**src/rtl/perf_sched_pkg.sv**
```systemverilog
// Shared types, CSR address map and address helpers for the perf event
// scheduler and its accumulator bank.
package perf_sched_pkg;

    typedef enum logic [2:0] {
        IDLE,
        INIT,
        SAMPLE_LO,
        SAMPLE_HI,
        PROGRAM
    } sched_state_e;

    // Event code that leaves a physical counter idle.
    localparam logic [4:0]  EVT_NONE            = 5'd0;

    localparam logic [11:0] CSR_MHPM_EVENT_3    = 12'h323;
    localparam logic [11:0] CSR_MHPM_COUNTER_3  = 12'hB03;
    localparam logic [11:0] CSR_MHPM_COUNTER_3H = 12'hB83;

    function automatic logic [11:0] event_addr(input int unsigned p);
        return CSR_MHPM_EVENT_3 + p[11:0];
    endfunction

    function automatic logic [11:0] counter_addr(input int unsigned p);
        return CSR_MHPM_COUNTER_3 + p[11:0];
    endfunction

    function automatic logic [11:0] counterh_addr(input int unsigned p);
        return CSR_MHPM_COUNTER_3H + p[11:0];
    endfunction

    // True when addr selects one of the n event-select registers we own.
    function automatic logic is_event_csr(input logic [11:0] addr, input int unsigned n);
        int unsigned a;
        a = 32'(addr);
        return (a >= 32'(CSR_MHPM_EVENT_3)) && (a < 32'(CSR_MHPM_EVENT_3) + n);
    endfunction

endpackage

```
**src/rtl/perf_sched_acc_bank.sv**
```systemverilog
// 64-bit logical-event accumulators with clear and a combinational read port.
// Optional macro PERF_SCHED_SCALE_EN adds one active-cycle counter per group.
module perf_sched_acc_bank
    import perf_sched_pkg::*;
#(
    parameter int NumLogical = 12,
    parameter int NumPhys    = 6,
    parameter int NumGroups  = 2,
    parameter int IdxW       = 4,
    parameter int GW         = 1
) (
    input  logic            clk_i,
    input  logic            rst_ni,
    input  logic            clear_i,
    input  logic            acc_en_i,
    input  logic [IdxW-1:0] acc_idx_i,
    input  logic [63:0]     sample_i,
    input  logic [IdxW-1:0] rd_idx_i,
    output logic [63:0]     rd_data_o
`ifdef PERF_SCHED_SCALE_EN
    ,
    input  logic            act_en_i,
    input  logic [GW-1:0]   act_grp_i,
    output logic [63:0]     act_o
`endif
);

    logic [63:0] acc_reg [NumLogical];

    for (genvar gi = 0; gi < NumLogical; gi++) begin : g_acc
        // Accumulate the sample into its slot; clear beats a same-cycle add.
        always_ff @(posedge clk_i or negedge rst_ni) begin
            if (!rst_ni) begin
                acc_reg[gi] <= '0;
            end else if (clear_i) begin
                acc_reg[gi] <= '0;
            end else if (acc_en_i && (acc_idx_i == IdxW'(gi))) begin
                acc_reg[gi] <= acc_reg[gi] + sample_i;
            end
        end
    end

    // Read mux; indices past the last logical event read as zero.
    always_comb begin
        rd_data_o = '0;
        for (int i = 0; i < NumLogical; i++) begin
            if (32'(rd_idx_i) == 32'(i)) rd_data_o = acc_reg[i];
        end
    end

`ifdef PERF_SCHED_SCALE_EN
    logic [63:0] act_reg [NumGroups];

    for (genvar gi = 0; gi < NumGroups; gi++) begin : g_act
        // Count cycles during which this group owns the physical counters.
        always_ff @(posedge clk_i or negedge rst_ni) begin
            if (!rst_ni) begin
                act_reg[gi] <= '0;
            end else if (clear_i) begin
                act_reg[gi] <= '0;
            end else if (act_en_i && (act_grp_i == GW'(gi))) begin
                act_reg[gi] <= act_reg[gi] + 64'd1;
            end
        end
    end

    // Select the active-cycle counter of the group holding rd_idx_i.
    always_comb begin
        act_o = '0;
        for (int i = 0; i < NumGroups; i++) begin
            if ((32'(rd_idx_i) / 32'(NumPhys)) == 32'(i)) act_o = act_reg[i];
        end
    end
`endif

endmodule

```
**src/rtl/perf_event_scheduler.sv**
```systemverilog
// Time-multiplexes NumLogical events onto NumPhys hardware counters and
// shares the counter block's CSR port with the CSR file (CSR file first).
// Optional macro PERF_SCHED_SCALE_EN adds the act_o active-cycle output.
module perf_event_scheduler
    import perf_sched_pkg::*;
#(
    parameter int NumPhys    = 6,
    parameter int NumLogical = 12,
    parameter int Quantum    = 1024,
    parameter int XLEN       = 64
) (
    input  logic                          clk_i,
    input  logic                          rst_ni,
    input  logic                          enable_i,
    input  logic                          clear_i,
    input  logic                          cfg_we_i,
    input  logic [$clog2(NumLogical)-1:0] cfg_idx_i,
    input  logic [4:0]                    cfg_event_i,
    input  logic [$clog2(NumLogical)-1:0] acc_idx_i,
    output logic [63:0]                   acc_data_o,
    input  logic                          csr_req_i,
    input  logic [11:0]                   csr_addr_i,
    input  logic                          csr_we_i,
    input  logic [XLEN-1:0]               csr_wdata_i,
    output logic [XLEN-1:0]               csr_rdata_o,
    output logic                          csr_ignored_o,
    output logic [11:0]                   pc_addr_o,
    output logic                          pc_we_o,
    output logic [XLEN-1:0]               pc_wdata_o,
    input  logic [XLEN-1:0]               pc_rdata_i,
`ifdef PERF_SCHED_SCALE_EN
    output logic [63:0]                   act_o,
`endif
    output logic                          busy_o
);

    localparam int NumGroups = (NumLogical + NumPhys - 1) / NumPhys;
    localparam int IdxW      = $clog2(NumLogical);
    localparam int PW        = (NumPhys > 1) ? $clog2(NumPhys) : 1;
    localparam int GW        = (NumGroups > 1) ? $clog2(NumGroups) : 1;
    localparam int TW        = $clog2(Quantum);
    localparam int SlotW     = $clog2(NumGroups * NumPhys + 1);
    localparam logic [SlotW-1:0] NumLogicalS = SlotW'(NumLogical);

    sched_state_e     state_reg, state_next;
    logic [PW-1:0]    p_reg, p_next;
    logic [GW-1:0]    g_reg, g_next;
    logic [TW-1:0]    timer_reg, timer_next;
    logic [31:0]      lo_reg, lo_next;
    logic             en_reg, en_next;
    logic [4:0]       sel_reg [NumLogical];

    logic [GW-1:0]    g_adv;
    logic [SlotW-1:0] cur_slot, nxt_slot;
    logic             acc_en;
    logic [63:0]      acc_sample;
    logic [11:0]      fsm_addr;
    logic             fsm_we;
    logic [XLEN-1:0]  fsm_wdata;
    logic             csr_block;

    assign g_adv    = (g_reg == GW'(NumGroups - 1)) ? '0 : g_reg + GW'(1);
    assign cur_slot = SlotW'(g_reg) * SlotW'(NumPhys) + SlotW'(p_reg);
    assign nxt_slot = SlotW'(g_adv) * SlotW'(NumPhys) + SlotW'(p_reg);
    assign busy_o   = (state_reg != IDLE);

    for (genvar gi = 0; gi < NumLogical; gi++) begin : g_sel
        // Selector shadow registers; the live counter only sees them on INIT/PROGRAM.
        always_ff @(posedge clk_i or negedge rst_ni) begin
            if (!rst_ni) begin
                sel_reg[gi] <= EVT_NONE;
            end else if (cfg_we_i && (cfg_idx_i == IdxW'(gi))) begin
                sel_reg[gi] <= cfg_event_i;
            end
        end
    end

    // FSM state, slot pointers, quantum timer and enable-edge history.
    always_ff @(posedge clk_i or negedge rst_ni) begin
        if (!rst_ni) begin
            state_reg <= IDLE;
            p_reg     <= '0;
            g_reg     <= '0;
            timer_reg <= '0;
            lo_reg    <= '0;
            en_reg    <= 1'b0;
        end else begin
            state_reg <= state_next;
            p_reg     <= p_next;
            g_reg     <= g_next;
            timer_reg <= timer_next;
            lo_reg    <= lo_next;
            en_reg    <= en_next;
        end
    end

    // Next-state logic; a CSR-file access freezes everything for that cycle.
    always_comb begin
        state_next = state_reg;
        p_next     = p_reg;
        g_next     = g_reg;
        timer_next = timer_reg;
        lo_next    = lo_reg;
        en_next    = en_reg;
        acc_en     = 1'b0;
        acc_sample = 64'(pc_rdata_i);
        if (!csr_req_i) begin
            en_next = enable_i;
            unique case (state_reg)
                IDLE: begin
                    if (enable_i && !en_reg) begin
                        // Fresh start: load group 0 and restart the quantum.
                        state_next = INIT;
                        p_next     = '0;
                        g_next     = '0;
                        timer_next = '0;
                    end else if (enable_i) begin
                        if (timer_reg == TW'(Quantum - 1)) begin
                            state_next = SAMPLE_LO;
                            p_next     = '0;
                            timer_next = '0;
                        end else begin
                            timer_next = timer_reg + TW'(1);
                        end
                    end
                end
                INIT: begin
                    if (p_reg == PW'(NumPhys - 1)) begin
                        state_next = IDLE;
                        p_next     = '0;
                    end else begin
                        p_next = p_reg + PW'(1);
                    end
                end
                SAMPLE_LO: begin
                    lo_next = pc_rdata_i[31:0];
                    if (XLEN == 64) begin
                        acc_en     = (cur_slot < NumLogicalS);
                        state_next = PROGRAM;
                    end else begin
                        state_next = SAMPLE_HI;
                    end
                end
                SAMPLE_HI: begin
                    acc_sample = {pc_rdata_i[31:0], lo_reg};
                    acc_en     = (cur_slot < NumLogicalS);
                    state_next = PROGRAM;
                end
                PROGRAM: begin
                    if (p_reg == PW'(NumPhys - 1)) begin
                        state_next = IDLE;
                        p_next     = '0;
                        g_next     = g_adv;
                    end else begin
                        state_next = SAMPLE_LO;
                        p_next     = p_reg + PW'(1);
                    end
                end
                default: state_next = IDLE;
            endcase
        end
    end

    // Port outputs: FSM access per state, overridden by the CSR file.
    always_comb begin
        fsm_addr  = '0;
        fsm_we    = 1'b0;
        fsm_wdata = '0;
        unique case (state_reg)
            INIT: begin
                fsm_addr  = event_addr(32'(p_reg));
                fsm_we    = 1'b1;
                fsm_wdata = XLEN'(sel_reg[IdxW'(p_reg)]);
            end
            SAMPLE_LO: fsm_addr = counter_addr(32'(p_reg));
            SAMPLE_HI: fsm_addr = counterh_addr(32'(p_reg));
            PROGRAM: begin
                fsm_addr  = event_addr(32'(p_reg));
                fsm_we    = 1'b1;
                fsm_wdata = (nxt_slot < NumLogicalS) ? XLEN'(sel_reg[IdxW'(nxt_slot)])
                                                     : XLEN'(EVT_NONE);
            end
            default: ;
        endcase

        // Event selects belong to the scheduler while it is running.
        csr_block = csr_we_i && is_event_csr(csr_addr_i, NumPhys) && (enable_i || busy_o);

        if (csr_req_i) begin
            pc_addr_o     = csr_addr_i;
            pc_we_o       = csr_we_i && !csr_block;
            pc_wdata_o    = csr_wdata_i;
            csr_rdata_o   = pc_rdata_i;
            csr_ignored_o = csr_block;
        end else begin
            pc_addr_o     = fsm_addr;
            pc_we_o       = fsm_we;
            pc_wdata_o    = fsm_wdata;
            csr_rdata_o   = '0;
            csr_ignored_o = 1'b0;
        end
    end

    perf_sched_acc_bank #(
        .NumLogical (NumLogical),
        .NumPhys    (NumPhys),
        .NumGroups  (NumGroups),
        .IdxW       (IdxW),
        .GW         (GW)
    ) u_acc_bank (
        .clk_i     (clk_i),
        .rst_ni    (rst_ni),
        .clear_i   (clear_i),
        .acc_en_i  (acc_en),
        .acc_idx_i (IdxW'(cur_slot)),
        .sample_i  (acc_sample),
        .rd_idx_i  (acc_idx_i),
        .rd_data_o (acc_data_o)
`ifdef PERF_SCHED_SCALE_EN
        ,
        .act_en_i  (enable_i),
        .act_grp_i (g_reg),
        .act_o     (act_o)
`endif
    );

endmodule

```
**config.mk**
```make
export PLATFORM = sky130hd
export DESIGN_NAME = perf_event_scheduler
export DESIGN_NICKNAME = d
export VERILOG_FILES = /design/src/rtl/perf_sched_pkg.sv /design/src/rtl/perf_sched_acc_bank.sv /design/src/rtl/perf_event_scheduler.sv
export SDC_FILE = /design/constraint.sdc
export NUM_CORES = 2
export LEC_CHECK = 0
export BUFFER_PORTS_ARGS = -buffer_cell sky130_fd_sc_hd__clkbuf_2
export CORE_MARGIN = 1
export CORE_UTILIZATION = 40
export CTS_CLUSTER_DIAMETER = 80
export DETAILED_ROUTE_END_ITERATION = 10
export GPL_ROUTABILITY_DRIVEN = 0
export GPL_TIMING_DRIVEN = 0
export PLACE_DENSITY = 0.57
export SLEW_MARGIN = 20
export SYNTH_ARGS = -nofsm -noshare
export SYNTH_HDL_FRONTEND = slang
export SYNTH_HIERARCHICAL = 1
export SYNTH_SLANG_ARGS = --single-unit
```
**constraint.sdc**
```tcl
create_clock -name clk_i -period 8.98 [get_ports clk_i]
set_clock_uncertainty 0.05 [all_clocks]
set_input_delay 0.449 -clock clk_i [delete_from_list [all_inputs] [get_ports clk_i]]
set_output_delay 0.449 -clock clk_i [all_outputs]
set_load 0.01 [all_outputs]
```
==> results.toml <==
[clock_network]
cts_setup_buffers = 0
ctsRootBufferMaster = "clkbuf_16"
cts_tree = "yes"
numCtsBuffers = 117
hold_buffers = 34
htree_levels = 3
cts_sinks = 878
clk_latency_ps = 790
max-clock-path-buffers = 3
post_cts_resized = 0
clk_pin_slew_ps = 60

[timing]
max_slew_margin_pct = 12.3
timing.final.crit_share_pct = 82.3
rsz0062_at_grt = "no"
slew_viol_final = 0
setup_violations = 0
fmax_mhz = 135
tightestPinTransition_ps = 1320
final_period_minus_worst_setup_slack_ps = 7390
whs_ps = 56.6
hold_viol_final = 0
tns_ps = 0

[drt]
wl_per_cell_um = 26.2
vias = 82400
wirelength_um = 347000
drtAntennaViolNets = 0
drt-pass1-iter-count = 10
vias_per_cell = 6.22
drt_iter0_markers = 9741
route.detailed.drc = 44

[run_status]
failed_checks = "design-rule violations"
outcome = "finished with violations"

[cells_and_area]
seq_area_um2 = 22000
syn_to_final_growth_pct = 12.7
nNetsFinal = 11400
final_cells = 13200
largest_register_ffs = 768
fillers = 20000
drive_above_1_share_pct = 8.04
multi_input_area_um2 = 55800

[job]
drv_cap = 0

[yosys]
synthFlopType = "dfrtp_1"
ys_ff_latch = 878
syn-instance-count = 9919
async_reset_ff_share_pct = 100
syn_nets = 10900
syn_avg_cell_area_um2 = 8.11
syn_area_um2 = 80400
ys_warn_count = 6
seq_area_frac_synth_pct = 27.3
synth.distinct_cells = 106
synth_edf_count = 0

[setup_path]
critPathTopFamily = "compound AO/OA/AOI/OAI gates"
cp_common_cell = "buf_2"
slowest_delay_ps = 760
crit_chain = "buf_2, nor2_1, and3_1, buf_2, buf_2, mux2_1, inv_2, fa_1, nand2b_1, a211oi_1, o21ai_1, a2111oi_2, o31ai_1, a211oi_2, o2111ai_1, a31oi_2, o211ai_1, a31oi_1, xnor2_1, o21ai_1"
worst-path-stages = 20
reg2reg_depth = 20
arrival_ps = 7960
path_buf_inv = 4
worstSetupStartpointType = "register"
crit_path_end_kind = "register"
worst-path-max-fanout = 13
critPathKind = "reg2reg"
cpMaxStageDelayCell = "mux2_1"
required_ps = 9550

[power_and_ir_drop]
total_power_mw = 12.5
power_density_nw_per_um2 = 138
peakVddDrop_v = 0.000148
leakage_nw = 43.3

[global_routing]
grt_pass1_vias = 77600
grt_max_degree = 84
grt_antenna_before_repair = 28
grt-ovfl-total = 0
grt_use_total_pct = 32.9
grt_pass1_wl_um = 502000

[floorplan]
floorplan.initialDensity_pct = 40.3
chipWidth_um = 450
core-area_um2 = 200000
dieArea_um2 = 203000
ioPinCount = 367
die_h_um = 450
row_count = 164

[worst_hold_path]
hold_class = "in2reg"
holdPathStages = 2

[placement]
port_buffers = 362
dp_cells = 13000
hpwl_um = 279000
==> layer usage <==
| metal | GRT usage (%) | vias up | share of wire (%) | routed length (um) |
|---|---|---|---|---|
| met3 | 5.81 | 847 | 8.8 | 30600 |
| met1 | 42.4 | 39700 | 40 | 140000 |
| met4 | 21.9 | 18 | 7.7 | 26700 |
| met2 | 50.3 | 3991 | 43 | 150000 |
| met5 | 0.331 | - | 0.062 | 216 |
| li1 | - | 37900 | - | - |
==> cell families after synthesis <==
group | after synthesis | synth area share (%)
compound gates | 3681 | 29.2
simple gates | 2977 | 17.4
flops | 878 | 27.3
fa+ha+maj | 777 | 12.2
buf+inv | 719 | 3.40
xor+xnor | 667 | 7.26
mux | 220 | 3.24
==> cell usage after synthesis, types with 173 or more instances <==
| cell type | count | share of area (%) |
|---|---|---|
| nand4_1 | 173 | 1.3 |
| ha_1 | 763 | 12 |
| nand3_1 | 326 | 2.0 |
| and2_1 | 174 | 1.4 |
| xor2_1 | 340 | 3.7 |
| a21oi_1 | 826 | 5.1 |
| dfrtp_1 | 878 | 27 |
| o21ai_0 | 1112 | 6.9 |
| nand2_1 | 1277 | 6.0 |
| clkbuf_1 | 470 | 2.2 |
| a21o_1 | 501 | 4.7 |
| nor2_1 | 427 | 2.0 |
| xnor2_1 | 327 | 3.6 |
| inv_1 | 212 | 0.99 |
==> worst paths after layout <==
check / from / endpoint / slack [ps]
setup reg to reg: state_reg[2] / u_acc_bank/acc_reg[126] / 1590
hold reg to reg: lo_reg[7] / lo_reg[7] / 430
min in group asynchronous: rst_ni / u_acc_bank/acc_reg[7] / 100
setup / recovery: state_reg[2] / u_acc_bank/acc_reg[126] / 1590
hold / removal: pc_rdata_i[6] / lo_reg[6] / 60
max in group asynchronous: rst_ni / u_acc_bank/acc_reg[510] / 6770
==> power breakdown <==
part / total, mW / internal, mW / switching, mW
Clock: 4.99 / 2.97 / 2.02
Combinational: 3.25 / 1.06 / 2.18
Sequential: 4.25 / 4.12 / 0.125
==> final cells by class <==
| type | instances | area share, % |
|---|---|---|
| timing repair buffer | 433 | 3.05 |
| buffer | 504 | 2.14 |
| inverter | 215 | 0.890 |
| tap | 2656 | 3.66 |
| multi-input combinational | 8322 | 61.6 |
| sequential | 878 | 24.2 |
| clock inverter | 46 | 0.647 |
| clock buffer | 168 | 3.76 |
| antenna | 18 | 0.0497 |
==> layout by cell type (no fill, tap or decap), types with 28 or more instances in the layout <==
master / n
o21ai_0: 1112
o21a_1: 93
o21bai_1: 134
or3_1: 46
mux2_2: 94
nand4_1: 173
o31a_1: 28
nor2_1: 403
clkbuf_16: 120
and2_1: 174
nor2b_1: 108
a22oi_1: 117
clkbuf_1: 488
ha_1: 763
xnor2_1: 327
dfrtp_1: 878
o31ai_1: 62
nand2_1: 1277
nor3_1: 96
clkbuf_2: 368
nand2b_1: 125
mux2_1: 77
dlygate4sd3_1: 34
a21oi_1: 826
a211oi_1: 73
a31oi_1: 114
o211ai_1: 51
a222oi_1: 109
o21ai_1: 66
and3_1: 99
a22o_1: 82
nand3_1: 326
inv_1: 211
mux2i_1: 34
xor2_1: 340
a21o_1: 501
==> stage by stage <==
stage	setup slack [ps]	area, um^2	utilization (%)
2_1_floorplan	3760	80400	-
6_report	1590	90700	45.4
3_3_place_gp	-15890	85600	42.8
5_1_grt	1220	90700	45.4
4_1_cts	1420	90600	45.3
3_5_place_dp	1390	86300	43.2
Power figures use the tool's default switching activity.
